### src/rtl/button_strobe_pkg.sv
// Shared types and default timing constants for the push-button strobe front end.
package button_strobe_pkg;

   typedef enum logic [1:0] {
      IDLE         = 2'd0,
      PRESS_WAIT   = 2'd1,
      HELD         = 2'd2,
      RELEASE_WAIT = 2'd3
   } bs_state_t;

   localparam int BS_DB_CYCLES     = 500000;
   localparam int BS_REPEAT_DELAY  = 50000000;
   localparam int BS_REPEAT_PERIOD = 10000000;

   function automatic int bs_max3(input int a, input int b, input int c);
      int m;
      m = (a > b) ? a : b;
      return (m > c) ? m : c;
   endfunction

endpackage

### src/rtl/sync_2ff.sv
// Generic two-flop synchroniser with synchronous active-high reset to 0.
module sync_2ff #(
   parameter int WIDTH = 1
) (
   input  logic             clk,
   input  logic             rst,
   input  logic [WIDTH-1:0] d,
   output logic [WIDTH-1:0] q
);

   logic [WIDTH-1:0] meta_q, meta_d;
   logic [WIDTH-1:0] sync_q, sync_d;

   always_comb begin
      meta_d = d;
      sync_d = meta_q;
   end

   always_ff @(posedge clk) begin
      if (rst) begin
         meta_q <= '0;
         sync_q <= '0;
      end else begin
         meta_q <= meta_d;
         sync_q <= sync_d;
      end
   end

   assign q = sync_q;

endmodule

### src/rtl/button_strobe.sv
// Debounces a raw button and turns each accepted press into a one-cycle FIFO write/read strobe.
// Optional auto-repeat while held is enabled by defining BUTTON_STROBE_AUTOREPEAT_EN.
module button_strobe
   import button_strobe_pkg::*;
#(
   parameter int DB_CYCLES     = BS_DB_CYCLES,
   parameter int REPEAT_DELAY  = BS_REPEAT_DELAY,
   parameter int REPEAT_PERIOD = BS_REPEAT_PERIOD
) (
   input  logic clk100MHz,
   input  logic rst,
   input  logic button,
   input  logic wnr,
   input  logic en,
   input  logic full,
   input  logic empty,
   output logic wr_stb,
   output logic rd_stb,
   output logic blocked,
   output logic held
);

   // Sized one bit beyond the largest constant's log2 so the limit value itself is representable.
   localparam int CW = $clog2(bs_max3(DB_CYCLES, REPEAT_DELAY, REPEAT_PERIOD) + 1);
   localparam logic [CW-1:0] DB_LIM = CW'(DB_CYCLES);

   logic            btn_s;
   bs_state_t       state_q, state_d;
   logic [CW-1:0]   cnt_q, cnt_d;
   logic            db_fire;
   logic            rep_fire;
   logic            fire;
   logic            wr_stb_q, wr_stb_d;
   logic            rd_stb_q, rd_stb_d;
   logic            blocked_q, blocked_d;

   sync_2ff #(.WIDTH(1)) u_sync (
      .clk (clk100MHz),
      .rst (rst),
      .d   (button),
      .q   (btn_s)
   );

   always_comb begin
      state_d = state_q;
      cnt_d   = cnt_q;
      db_fire = 1'b0;
      case (state_q)
         IDLE: begin
            if (btn_s) begin
               state_d = PRESS_WAIT;
               cnt_d   = CW'(1);
            end else begin
               cnt_d   = '0;
            end
         end
         PRESS_WAIT: begin
            if (!btn_s) begin
               state_d = IDLE;
               cnt_d   = '0;
            end else if (cnt_q == DB_LIM) begin
               state_d = HELD;
               cnt_d   = '0;
               db_fire = 1'b1;
            end else begin
               cnt_d   = cnt_q + CW'(1);
            end
         end
         HELD: begin
            if (!btn_s) begin
               state_d = RELEASE_WAIT;
               cnt_d   = CW'(1);
            end
         end
         RELEASE_WAIT: begin
            if (btn_s) begin
               state_d = HELD;
               cnt_d   = '0;
            end else if (cnt_q == DB_LIM) begin
               state_d = IDLE;
               cnt_d   = '0;
            end else begin
               cnt_d   = cnt_q + CW'(1);
            end
         end
         default: begin
            state_d = IDLE;
            cnt_d   = '0;
         end
      endcase
   end

   always_ff @(posedge clk100MHz) begin
      if (rst) begin
         state_q <= IDLE;
         cnt_q   <= '0;
      end else begin
         state_q <= state_d;
         cnt_q   <= cnt_d;
      end
   end

`ifdef BUTTON_STROBE_AUTOREPEAT_EN
   localparam logic [CW-1:0] REP_FIRST_LIM = CW'(REPEAT_DELAY - 1);
   localparam logic [CW-1:0] REP_NEXT_LIM  = CW'(REPEAT_PERIOD - 1);

   logic [CW-1:0] rep_cnt_q, rep_cnt_d;
   logic          rep_first_q, rep_first_d;

   // Timer only advances in HELD, so a release glitch pauses it rather than restarting it.
   always_comb begin
      rep_cnt_d   = rep_cnt_q;
      rep_first_d = rep_first_q;
      rep_fire    = 1'b0;
      if (state_q == IDLE) begin
         rep_cnt_d   = '0;
         rep_first_d = 1'b0;
      end else if (state_q == HELD) begin
         if (rep_cnt_q == (rep_first_q ? REP_NEXT_LIM : REP_FIRST_LIM)) begin
            rep_fire    = 1'b1;
            rep_cnt_d   = '0;
            rep_first_d = 1'b1;
         end else begin
            rep_cnt_d   = rep_cnt_q + CW'(1);
         end
      end
   end

   always_ff @(posedge clk100MHz) begin
      if (rst) begin
         rep_cnt_q   <= '0;
         rep_first_q <= 1'b0;
      end else begin
         rep_cnt_q   <= rep_cnt_d;
         rep_first_q <= rep_first_d;
      end
   end
`else
   assign rep_fire = 1'b0;
`endif

   assign fire = db_fire | rep_fire;

   // Overflow/underflow protection: a fire the FIFO cannot take becomes a blocked pulse instead.
   always_comb begin
      wr_stb_d  = fire & en &  wnr & ~full;
      rd_stb_d  = fire & en & ~wnr & ~empty;
      blocked_d = fire & en & ((wnr & full) | (~wnr & empty));
   end

   always_ff @(posedge clk100MHz) begin
      if (rst) begin
         wr_stb_q  <= 1'b0;
         rd_stb_q  <= 1'b0;
         blocked_q <= 1'b0;
      end else begin
         wr_stb_q  <= wr_stb_d;
         rd_stb_q  <= rd_stb_d;
         blocked_q <= blocked_d;
      end
   end

   assign wr_stb  = wr_stb_q;
   assign rd_stb  = rd_stb_q;
   assign blocked = blocked_q;
   assign held    = (state_q == HELD) || (state_q == RELEASE_WAIT);

endmodule

### config.mk
export PLATFORM = sky130hd
export DESIGN_NAME = button_strobe
export DESIGN_NICKNAME = d
export VERILOG_FILES = /design/src/rtl/button_strobe_pkg.sv /design/src/rtl/sync_2ff.sv /design/src/rtl/button_strobe.sv
export SDC_FILE = /design/constraint.sdc
export NUM_CORES = 1
export LEC_CHECK = 0
export BUFFER_PORTS_ARGS = -buffer_cell sky130_fd_sc_hd__buf_4
export CORE_MARGIN = 2
export CORE_UTILIZATION = 53
export CTS_BUF_LIST = sky130_fd_sc_hd__clkbuf_16
export CTS_CLUSTER_SIZE = 14
export DETAILED_ROUTE_END_ITERATION = 16
export PLACE_DENSITY = 0.85
export REMOVE_ABC_BUFFERS = 1
export SLEW_MARGIN = 40
export SYNTH_ARGS = -nofsm -noshare
export SYNTH_HDL_FRONTEND = slang
export SYNTH_SLANG_ARGS = --single-unit
### constraint.sdc
create_clock -name clk100MHz -period 2 [get_ports clk100MHz]
set_input_delay 0.4 -clock clk100MHz [delete_from_list [all_inputs] [get_ports clk100MHz]]
set_output_delay 0.4 -clock clk100MHz [all_outputs]
set_load 0.02 [all_outputs]
==> metrics.md <==
| Metric | Value |
|---|---|
| Antenna violations before repair | `0` |
| Start point of the critical path | `cnt_q[13]` |
| Fill cell total of the finished layout | `194` |
| Latest clock arrival within the worst-skew pair | `0.28 ns` |
| Unrepaired setup endpoints after global routing | `yes` |
| WL/cell | `15.9 um` |
| CTS Buf Count | `5` |
| Placement Setup Slack | `-0.104 ns` |
| Number of antenna diodes | `0` |
| Worst Hold Path EP | `wr_stb` |
| Setup violation total in the final timing report | `1` |
| Main combinational cell family by area after synthesis | `simple AND/OR/NAND/NOR gates` |
| First-pass GRT wire length | `6730 um` |
| Post-Synthesis Cells | `190` |
| Number of library cell types mapped by synthesis | `37` |
| Max Buffers Root-to-Sink | `2` |
| Violated checks | `negative setup slack` |
| Final count of hold timing violations | `0` |
| Average via count per standard cell | `5.86` |
| Core Rows | `19` |
| Share of final-layout standard cells stronger than drive strength 1 | `28.3%` |
| Critical Path End Type | `register` |
| CTS sink cnt | `33` |
| Share of synthesized area occupied by flip-flops and latches | `42.0%` |
| Largest net degree at the start of global routing | `13` |
| Clock Skews | `0.00706 ns` |
| Last weighted congestion value of the routability-driven placer | `0.866` |
| Die Wd | `58.5 um` |
| End-of-flow core utilization | `74.4%` |
| Maximum level of the CTS H-tree | `2` |
| DPL Wire Length | `2580 um` |
| R2R depth | `5` |
| Hold-fix buffers at CTS | `0` |
| Total iterations of the first detailed-routing run | `4` |
| Static leakage | `0.000736 uW` |
| Final critical delay including setup and external delays | `2.09 ns` |
| Remaining max-slew budget at the tightest pin | `76.5%` |
| Final design area excluding fillers | `2070 um^2` |
| Worst reg2reg setup slack | `-0.09 ns` |
| CTS clock-pin slew for the worst setup and hold paths | `0.05 ns` |
| Leading cell type in the layout, fill and taps excluded | `sky130_fd_sc_hd__buf_4` |
| Worst setup path category | `register to register` |
| Clock tree from TritonCTS | `yes` |
| Worst hold slack after final layout | `0.289 ns` |
| Data required, critical path | `2.21 ns` |
| Core Area | `2780 um^2` |
| Crit start category | `register` |
| Global-route congestion overflow total | `0` |
| Maximum net fanout on the critical path | `3` |
| Class of the tightest hold or removal check | `input pin to register` |
| Number of buffers inserted by port buffering | `10` |
| Yosys warning count | `0` |
| Number of register bits inferred by synthesis | `33` |
| Synthesized-area fraction occupied by ao, oa, aoi and oai cells | `4.78%` |
| Peak VDD IR | `0.867 mV` |
| Via count of the first global-routing pass | `1,465` |
| Number of design rule violations left after detail routing | `0` |
| Reg-to-Reg Start | `cnt_q[13]` |
| Mux cell area share after synthesis | `1.27%` |
| Average footprint of a synthesized cell | `8.27 um^2` |
| P&R area growth vs syn | `31.8%` |
| Hold Path Origin | `full` |
| Upper clock frequency limit | `0.479 GHz` |
| Overall power consumption | `1410 uW` |
| DR vias | `1,507` |
| Synth Area in Simple Gates | `35.5%` |
| Result of the run | `finished, violations left` |
| Post-synthesis share of cell area spent on full adders, half adders and majority gates | `1.59%` |
| Number of nets with antenna violations after detailed routing | `0` |
| Cell area after technology mapping | `1570 um^2` |
| Highest-count cells in the layout ignoring fill and taps | `sky130_fd_sc_hd__buf_4 (33), sky130_fd_sc_hd__nor2_1 (32), sky130_fd_sc_hd__dfxtp_1 (28), sky130_fd_sc_hd__nand2_1 (22), sky130_fd_sc_hd__xnor2_1 (14)` |
| Vertical die dimension | `58.5 um` |
| Aggregate global-route resource usage | `26.8%` |
| Post-route fraction of the period consumed by the critical path | `104%` |
| DP Area | `1830 um^2` |
| Final max-slew violation count | `0` |
| Hold-critical path depth | `2` |
| Total wire length | `4100 um` |
| # IOs | `11` |
| Count of routing violations after the opening detailed-route iteration | `123` |
| Power density over the cells | `681 nW/um^2` |
| CTS Root Cell | `sky130_fd_sc_hd__clkbuf_16` |
| Final nets | `234` |
| Parity-gate share of the synthesized area counting xor and xnor cells | `11.1%` |
| Capture point of the worst reg-to-reg path | `cnt_q[23]` |
| Initial standard-cell utilization of the core | `56.5%` |
| Pin slew with the least headroom to its limit | `0.343 ns` |
| MaxCap Viol Count | `0` |
| Arrival time reported for the critical path endpoint | `2.30 ns` |
| Die Area | `3420 um^2` |
| Final setup margin | `-0.0884 ns` |
-- synthesized netlist by cell type --
cell type / n / area [um^2]
sky130_fd_sc_hd__mux2i_1: 2 / 20.0
sky130_fd_sc_hd__o21a_1: 1 / 7.51
sky130_fd_sc_hd__o21bai_1: 1 / 7.51
sky130_fd_sc_hd__nand3_1: 8 / 40.0
sky130_fd_sc_hd__xor2_1: 6 / 52.6
sky130_fd_sc_hd__a31oi_1: 3 / 18.8
sky130_fd_sc_hd__or2_2: 1 / 6.26
sky130_fd_sc_hd__nor4b_1: 2 / 17.5
sky130_fd_sc_hd__and2b_2: 1 / 8.76
sky130_fd_sc_hd__nor2b_1: 2 / 12.5
sky130_fd_sc_hd__or4_1: 3 / 22.5
sky130_fd_sc_hd__nor2_1: 32 / 120
sky130_fd_sc_hd__nor3_1: 6 / 30.0
sky130_fd_sc_hd__nand2_1: 22 / 82.6
sky130_fd_sc_hd__clkbuf_2: 1 / 5.00
sky130_fd_sc_hd__clkbuf_1: 7 / 26.3
sky130_fd_sc_hd__or3_1: 2 / 12.5
sky130_fd_sc_hd__inv_1: 7 / 26.3
sky130_fd_sc_hd__nand3b_1: 1 / 7.51
sky130_fd_sc_hd__and3_1: 2 / 12.5
sky130_fd_sc_hd__or4_2: 2 / 17.5
sky130_fd_sc_hd__a22oi_1: 1 / 7.51
sky130_fd_sc_hd__and3b_1: 2 / 17.5
sky130_fd_sc_hd__and4_1: 1 / 8.76
sky130_fd_sc_hd__nor4_2: 1 / 12.5
sky130_fd_sc_hd__dfxtp_1: 33 / 661
sky130_fd_sc_hd__a21oi_1: 3 / 15.0
sky130_fd_sc_hd__xnor2_1: 14 / 123
sky130_fd_sc_hd__nor4_1: 6 / 37.5
sky130_fd_sc_hd__a2111oi_0: 1 / 8.76
sky130_fd_sc_hd__ha_1: 2 / 25.0
sky130_fd_sc_hd__or3b_1: 1 / 8.76
sky130_fd_sc_hd__nand4_2: 1 / 12.5
sky130_fd_sc_hd__nand4_1: 7 / 43.8
sky130_fd_sc_hd__nor3b_1: 2 / 15.0
sky130_fd_sc_hd__or4_4: 1 / 11.3
sky130_fd_sc_hd__o21ai_0: 2 / 10.0
-- critical path, cell delays in order, from the launching register on --
cell and delay [ns]:
sky130_fd_sc_hd__dfxtp_1 0.40, sky130_fd_sc_hd__nand4_1 0.12, sky130_fd_sc_hd__or4_4 0.52, sky130_fd_sc_hd__or4_4 0.44, sky130_fd_sc_hd__or3b_1 0.39, sky130_fd_sc_hd__a31oi_1 0.14
-- power by group --
part / switching, uW / internal (uW)
clock: 273 / 451
sequential: 2.48 / 661
combinational: 10.5 / 13.0
total: 286 / 1120
-- final cells by class --
cell class	count	area [um^2]	share of cell area, %
inverter	7	26.3	1.27
sequential	33	667	32.2
timing repair buffer	36	282	13.6
tap	31	38.8	1.87
clock inverter	3	13.8	0.665
multi-input combinational	142	918	44.4
clock buffer	5	125	6.04
-- per-layer routing --
layer,vias up,global-route usage (%),routed length (um)
li1,726,-,-
met1,729,32.6,1770
met2,44,43.7,2060
met3,8,5.49,186
met4,0,15.6,79
met5,-,0,0
-- how the worst max path moves through the flow --
| stage | endpoint | slack [ns] | cells past startpoint |
|---|---|---|---|
| 6_report | cnt_q[23] | -0.09 | 5 |
| 5_1_grt | cnt_q[23] | -0.17 | 5 |
| 4_1_cts | cnt_q[23] | -0.04 | 6 |
| 3_5_place_dp | cnt_q[23] | -0.10 | 5 |
| 3_3_place_gp | wr_stb | -0.07 | 5 |
| 2_1_floorplan | cnt_q[10] | -0.33 | 5 |
-- cell families after synthesis --
group / after synthesis
AOI/OAI and AO/OA: 12
and+or+nand+nor: 106
muxes: 2
xor gates and xnor gates: 20
buffers and inverters: 15
DFF: 33
adders and majority gates: 2
-- stage by stage --
step,TNS (ns),std cells
floorplan,-6.64,182
global placement,-0.122,246
detailed placement,-0.255,246
CTS,-0.0378,257
global route,-0.418,257
finish,-0.0884,257
-- sequential cells by signal, summed over array words and instances (netlist names), named ones only --
name,flops
blocked,1
cnt_q,26
rd_stb,1
state_q,1
u_sync.meta_q,1
u_sync.q,1
wr_stb,1
-- what timing repair did --
item,in CTS,in global routing
resized for setup,17,5
cloned,1,0
pin swaps,9,1
buffers inserted,3,0
setup endpoints to repair,5,28
(Power assumes the default switching activity.)
